$ cat config.mk
export PLATFORM = sky130hd
export DESIGN_NAME = mc_ctrl
export DESIGN_NICKNAME = d
export VERILOG_FILES = /design/src/rtl/mc_pkg.sv /design/src/rtl/mc_decode.sv /design/src/rtl/mc_ctrl.sv
export SDC_FILE = /design/constraint.sdc
export NUM_CORES = 1
export LEC_CHECK = 0
export ABC_AREA = 1
export BUFFER_PORTS_ARGS = -buffer_cell sky130_fd_sc_hd__buf_4
export CORE_MARGIN = 2
export CORE_UTILIZATION = 38
export CTS_BUF_LIST = sky130_fd_sc_hd__clkbuf_16
export DETAILED_ROUTE_END_ITERATION = 12
export HOLD_SLACK_MARGIN = 0.12
export PLACE_DENSITY = 0.79
export SLEW_MARGIN = 15
export SYNTH_ARGS = -nofsm -noshare
export SYNTH_HDL_FRONTEND = slang
export SYNTH_HIERARCHICAL = 1
export SYNTH_SLANG_ARGS = --single-unit
$ cat constraint.sdc
create_clock -name CLK -period 1.8 [get_ports CLK]
set_input_delay 0.36 -clock CLK [delete_from_list [all_inputs] [get_ports CLK]]
set_output_delay 0.36 -clock CLK [all_outputs]
set_load 0.03 [all_outputs]
$ cat src/rtl/mc_pkg.sv
// Shared definitions for the multi-cycle MIPS control FSM:
// opcode/funct constants, state enumeration, mux-select encodings
// and the one-hot instruction class used between decoder and FSM.
package mc_pkg;

  localparam logic [5:0] OP_RTYPE = 6'b000000;
  localparam logic [5:0] OP_J     = 6'b000010;
  localparam logic [5:0] OP_JAL   = 6'b000011;
  localparam logic [5:0] OP_BEQ   = 6'b000100;
  localparam logic [5:0] OP_ORI   = 6'b001101;
  localparam logic [5:0] OP_LUI   = 6'b001111;
  localparam logic [5:0] OP_LW    = 6'b100011;
  localparam logic [5:0] OP_SW    = 6'b101011;

  localparam logic [5:0] FN_JR    = 6'b001000;
  localparam logic [5:0] FN_ADDU  = 6'b100001;
  localparam logic [5:0] FN_SUBU  = 6'b100011;

  typedef enum logic [2:0] {
    ST_FETCH  = 3'd0,
    ST_DECODE = 3'd1,
    ST_EXE    = 3'd2,
    ST_MEM    = 3'd3,
    ST_WB     = 3'd4
  } state_e;

  localparam logic [1:0] NPC_PC4    = 2'b00;
  localparam logic [1:0] NPC_BRANCH = 2'b01;
  localparam logic [1:0] NPC_JUMP   = 2'b10;
  localparam logic [1:0] NPC_REG    = 2'b11;

  localparam logic [2:0] ALU_ADD = 3'b000;
  localparam logic [2:0] ALU_SUB = 3'b001;
  localparam logic [2:0] ALU_OR  = 3'b010;
  localparam logic [2:0] ALU_LUI = 3'b011;

  localparam logic [1:0] RDST_RT = 2'b00;
  localparam logic [1:0] RDST_RD = 2'b01;
  localparam logic [1:0] RDST_RA = 2'b10;

  localparam logic [1:0] M2R_ALU = 2'b00;
  localparam logic [1:0] M2R_MEM = 2'b01;
  localparam logic [1:0] M2R_PC4 = 2'b10;

  typedef struct packed {
    logic addu;
    logic subu;
    logic ori;
    logic lui;
    logic lw;
    logic sw;
    logic beq;
    logic j;
    logic jal;
    logic jr;
    logic nop;
  } iclass_t;

endpackage

$ cat src/rtl/mc_decode.sv
// Combinational instruction classifier. Exactly one class bit is set;
// anything unrecognised (and the all-zero word) lands in nop.
module mc_decode
  import mc_pkg::*;
(
  input  logic [31:0] instr_i,
  output iclass_t     cls_o
);

  iclass_t known;

  // map opcode/funct to a class; unmatched encodings fall through to nop
  always_comb begin
    known = '0;
    case (instr_i[31:26])
      OP_RTYPE: begin
        case (instr_i[5:0])
          FN_ADDU: known.addu = 1'b1;
          FN_SUBU: known.subu = 1'b1;
          FN_JR:   known.jr   = 1'b1;
          default: ;
        endcase
      end
      OP_ORI: known.ori = 1'b1;
      OP_LUI: known.lui = 1'b1;
      OP_LW:  known.lw  = 1'b1;
      OP_SW:  known.sw  = 1'b1;
      OP_BEQ: known.beq = 1'b1;
      OP_J:   known.j   = 1'b1;
      OP_JAL: known.jal = 1'b1;
      default: ;
    endcase
    cls_o     = known;
    cls_o.nop = (instr_i == 32'd0) || (known == '0);
    if (instr_i == 32'd0) cls_o = iclass_t'(11'b000_0000_0001);
  end

endmodule

$ cat src/rtl/mc_ctrl.sv
// Multi-cycle control FSM for the MIPS core.
// Optional performance counters (CycleCnt/InstrCnt) when MC_CTRL_PERF_EN is defined.
//
// state     | meaning
// ST_FETCH  | load IR from instruction memory
// ST_DECODE | jumps/nop complete here, others dispatch
// ST_EXE    | ALU operation; beq completes here
// ST_MEM    | data memory access; sw completes here
// ST_WB     | register write-back and PC update
module mc_ctrl
  import mc_pkg::*;
#(
  parameter logic [31:0] PC_RESET = 32'h0000_3000
) (
  input  logic        CLK,
  input  logic        Reset,
  input  logic [31:0] Instr,
  input  logic        Zero,
  output logic        PCWr,
  output logic        IRWr,
  output logic [1:0]  NPCOp,
  output logic        Br,
  output logic        RegWr,
  output logic [1:0]  RegDst,
  output logic        ALUSrc,
  output logic [2:0]  ALUOp,
  output logic        ExtOp,
  output logic        MemWr,
  output logic [1:0]  MemToReg,
  output logic        InstrDone
`ifdef MC_CTRL_PERF_EN
  ,
  output logic [31:0] CycleCnt,
  output logic [31:0] InstrCnt
`endif
);

  state_e  state_q, state_d;
  iclass_t cls;

  mc_decode u_decode (
    .instr_i (Instr),
    .cls_o   (cls)
  );

  // next state and Moore-style control outputs; everything forced low in reset
  always_comb begin
    state_d  = state_q;
    PCWr     = 1'b0;
    IRWr     = 1'b0;
    NPCOp    = NPC_PC4;
    Br       = 1'b0;
    RegWr    = 1'b0;
    RegDst   = RDST_RT;
    ALUSrc   = 1'b0;
    ALUOp    = ALU_ADD;
    ExtOp    = 1'b0;
    MemWr    = 1'b0;
    MemToReg = M2R_ALU;
    case (state_q)
      ST_FETCH: begin
        IRWr    = 1'b1;
        state_d = ST_DECODE;
      end
      ST_DECODE: begin
        if (cls.j) begin
          PCWr    = 1'b1;
          NPCOp   = NPC_JUMP;
          state_d = ST_FETCH;
        end else if (cls.jr) begin
          PCWr    = 1'b1;
          NPCOp   = NPC_REG;
          state_d = ST_FETCH;
        end else if (cls.nop) begin
          PCWr    = 1'b1;
          state_d = ST_FETCH;
        end else if (cls.jal) begin
          state_d = ST_WB;
        end else begin
          state_d = ST_EXE;
        end
      end
      ST_EXE: begin
        state_d = ST_WB;
        if (cls.subu) ALUOp = ALU_SUB;
        if (cls.ori) begin
          ALUOp  = ALU_OR;
          ALUSrc = 1'b1;
        end
        if (cls.lui) begin
          ALUOp  = ALU_LUI;
          ALUSrc = 1'b1;
        end
        if (cls.lw || cls.sw) begin
          ALUSrc  = 1'b1;
          ExtOp   = 1'b1;
          state_d = ST_MEM;
        end
        if (cls.beq) begin
          ALUOp   = ALU_SUB;
          PCWr    = 1'b1;
          NPCOp   = NPC_BRANCH;
          Br      = Zero;
          state_d = ST_FETCH;
        end
      end
      ST_MEM: begin
        if (cls.sw) begin
          MemWr   = 1'b1;
          PCWr    = 1'b1;
          state_d = ST_FETCH;
        end else begin
          state_d = ST_WB;
        end
      end
      ST_WB: begin
        RegWr   = 1'b1;
        PCWr    = 1'b1;
        state_d = ST_FETCH;
        if (cls.addu || cls.subu) RegDst = RDST_RD;
        if (cls.lw) MemToReg = M2R_MEM;
        if (cls.jal) begin
          RegDst   = RDST_RA;
          MemToReg = M2R_PC4;
          NPCOp    = NPC_JUMP;
        end
      end
      default: state_d = ST_FETCH;
    endcase
    if (Reset) begin
      PCWr     = 1'b0;
      IRWr     = 1'b0;
      NPCOp    = 2'b00;
      Br       = 1'b0;
      RegWr    = 1'b0;
      RegDst   = 2'b00;
      ALUSrc   = 1'b0;
      ALUOp    = 3'b000;
      ExtOp    = 1'b0;
      MemWr    = 1'b0;
      MemToReg = 2'b00;
    end
  end

  assign InstrDone = PCWr;

  // state register; reset aborts any instruction in flight
  always_ff @(posedge CLK) begin
    if (Reset) state_q <= ST_FETCH;
    else       state_q <= state_d;
  end

`ifdef MC_CTRL_PERF_EN
  logic [31:0] cycle_cnt_q, instr_cnt_q;

  // free-running cycle and retired-instruction counters, wrapping
  always_ff @(posedge CLK) begin
    if (Reset) begin
      cycle_cnt_q <= 32'd0;
      instr_cnt_q <= 32'd0;
    end else begin
      cycle_cnt_q <= cycle_cnt_q + 32'd1;
      if (InstrDone) instr_cnt_q <= instr_cnt_q + 32'd1;
    end
  end

  assign CycleCnt = cycle_cnt_q;
  assign InstrCnt = instr_cnt_q;
`endif

endmodule

==> metrics.txt <==
status=complete, but fails checks; violated checks=negative setup slack; count of port buffers added during placement=30; dominant cells by area after synthesis=sky130_fd_sc_hd__nor2_1 (21%), sky130_fd_sc_hd__nand2_1 (14%), sky130_fd_sc_hd__inv_1 (13%); final wirelength=2450 um; final total power=0.566 mW; Worst Hold Slack=379 ps; largest fanout on the critical path=2; horizontal die dimension=44.5 um; Initial DRT Pass Iterations=4; cell count after placement=184; Slew Viols, Final=0; row count=14; Num CTS Buffers=3; highest clock frequency the design can meet=494 MHz; top register by number of flip-flops=state_q; latest clock arrival within the worst-skew pair=230 ps; portion of synthesized cell area occupied by the leading cell type=21.1%; Crit Path Category=in2out; crit path capture=PCWr; Peak VDD IR=763 uV; initial antenna violation count=0; detailed-placement wirelength estimate=1560 um; via count of the first global-routing pass=831; number of flip-flops under the largest register name=3; portion of the clock cycle consumed by the worst path in the final layout=113%; RR Endpoint=state_q[1]$_SDFF_PP0_; Reg2Reg Depth=5; Mapped Avg Cell Area=4.90 sq um; global-route wire length before repair=3270 um; Worst Setup Slack post-DPL=-190 ps; Crit. End Element=output pin; Sink Count=3; Setup TNS Final=-1110 ps; number of warnings issued by yosys=6; remaining routing DRC violations=0; first-iteration detailed-routing DRC count=23; Critical R2R Launch=state_q[1]$_SDFF_PP0_; Fin. Hold Viols=0; GR Overflow Total=0; total core area=0.00152 sq mm; top flop regs=state_q (3); residual antenna-violating net count after detailed routing=0; Worst-path clk slew=30 ps; CTS tree=yes; Post-Synthesis Cell Area=622 sq um; Req. time, crit path=1440 ps; PwrDens=463 mW/mm^2; Setup WS post-layout=-225 ps; worst reg-to-reg setup slack=690 ps; antenna diode instance count=0; Distinct cells, synth=20; routed length per placed instance=12.5 um; post-synthesis to final-layout area growth=96.4%; H-tree depth=1; overall via count from detail_route=973; nets=216; final count of negative-setup-slack endpoints=9; overall die height=44.5 um; cell area after placement=962 sq um; Pleak=0.610 nW; worst clock skew on the final layout=4.87 ps; Mapped Nets=162; layout cells sized above 1=55.0%; Period minus WS final=2030 ps; Clock Tree Buf Depth=2; maximum capacitance violations=0; part of the Yosys area used for sequential elements=9.66%; arrival time of the worst setup path=1670 ps; io pins=52; Vias/cell=4.96; Gate Count Post-Synth=127; path type of the worst min-delay path=in2reg; launching instance or port of the critical path=Instr[2]; overall track demand over capacity in global routing=21.9%; clk root buf=sky130_fd_sc_hd__clkbuf_16; largest area contributor in the synthesized netlist=sky130_fd_sc_hd__nor2_1; Final Core Density=80.1%; effective utilization at floorplan=40.8%; unrepaired setup endpoints after global routing=yes; final non-filler cell area=0.00122 sq mm; Non-Filler Instances=196; weighted congestion at the end of routability-driven global placement=0.883; pin count of the biggest net entering global routing=8; crit start category=input pin; DIE AREA=0.00198 sq mm; number of register bits inferred by synthesis=3
## area by class of cell
type	instances	area, sq um
tap	16	20.0
clock inverter	1	3.75
inverter	27	104
clock buffer	3	75.1
fill	115	303
timing repair buffer	52	428
sequential	3	60.1
multi-input combinational	94	531
## critical path: stages
cell and delay [ps]:
sky130_fd_sc_hd__buf_4 110, sky130_fd_sc_hd__nor2_1 120, sky130_fd_sc_hd__nand2_1 80, sky130_fd_sc_hd__nor2_1 170, sky130_fd_sc_hd__nand2_2 80, sky130_fd_sc_hd__nand3_2 80, sky130_fd_sc_hd__nor2_2 40, sky130_fd_sc_hd__nor2_1 90
sky130_fd_sc_hd__nand2_1 90, sky130_fd_sc_hd__nand2_1 80, sky130_fd_sc_hd__nand2_1 60, sky130_fd_sc_hd__nor2_2 120, sky130_fd_sc_hd__nor2_4 50, sky130_fd_sc_hd__buf_6 130
## kinds of logic after synthesis
kind of cell,synth area share [%]
DFF,9.66
AOI/OAI and AO/OA,6.44
buffers and inverters,19.9
other,0.603
and+or+nand+nor,63.4
## synthesized netlist by cell type, drive strengths merged
library cell,count
a21oi,7
buf,3
clkinv,1
conb,1
dfxtp,3
inv,26
nand2,28
nand3,9
nand3b,1
nand4,3
nor2,41
nor3,2
nor4,1
o21ai,1
## routing by layer
metal / vias up / track usage (%) / part of all wire, %
met5: - / 0 / 0
met4: 0 / 10.3 / 1.5
met3: 4 / 3.67 / 6.2
met2: 38 / 40.0 / 54
met1: 443 / 24.3 / 38
li1: 488 / - / -
## report_power, final
| group | leakage, nW | total, mW | switching (mW) | internal [mW] |
|---|---|---|---|---|
| Combinational | 0.543 | 0.140 | 0.0795 | 0.0600 |
| Clock | 0.0423 | 0.354 | 0.0665 | 0.287 |
| Sequential | 0.0245 | 0.0727 | 0.00318 | 0.0695 |
| Total | 0.610 | 0.566 | 0.149 | 0.417 |
## how the worst min path moves through the flow
stage	slack, ps	cells after the start	endpoint	start
2_1_floorplan	430	1	state_q[2]$_SDFF_PP0_	Reset
3_3_place_gp	590	2	state_q[2]$_SDFF_PP0_	Reset
3_5_place_dp	600	3	state_q[0]$_SDFF_PP0_	state_q[2]$_SDFF_PP0_
4_1_cts	380	2	state_q[2]$_SDFF_PP0_	Reset
5_1_grt	380	2	state_q[2]$_SDFF_PP0_	Reset
6_report	380	2	state_q[2]$_SDFF_PP0_	Reset
## placed cells by master, fill, tap and decap left out, types with 3 or more instances in the layout
cell and instances:
sky130_fd_sc_hd__buf_4 42, sky130_fd_sc_hd__nor2_1 26, sky130_fd_sc_hd__nand2_1 18, sky130_fd_sc_hd__inv_1 16, sky130_fd_sc_hd__inv_2 10, sky130_fd_sc_hd__nand2_2 10, sky130_fd_sc_hd__buf_6 10, sky130_fd_sc_hd__nor2_4 8
sky130_fd_sc_hd__nand3_1 7, sky130_fd_sc_hd__nor2_2 7, sky130_fd_sc_hd__a21oi_1 4, sky130_fd_sc_hd__nand4_1 3, sky130_fd_sc_hd__a21oi_2 3, sky130_fd_sc_hd__clkbuf_16 3, sky130_fd_sc_hd__dfxtp_1 3
## what timing repair did
| item | in CTS | in global routing |
|---|---|---|
| gates resized for setup | 13 | 27 |
| pin swaps | 3 | 11 |
| gates cloned | 0 | 0 |
| setup buffers | 4 | 4 |
| hold buffers | 0 | 0 |
| endpoints found under the setup margin | 8 | 14 |
Note: power is estimated with default switching activity, not from simulation.
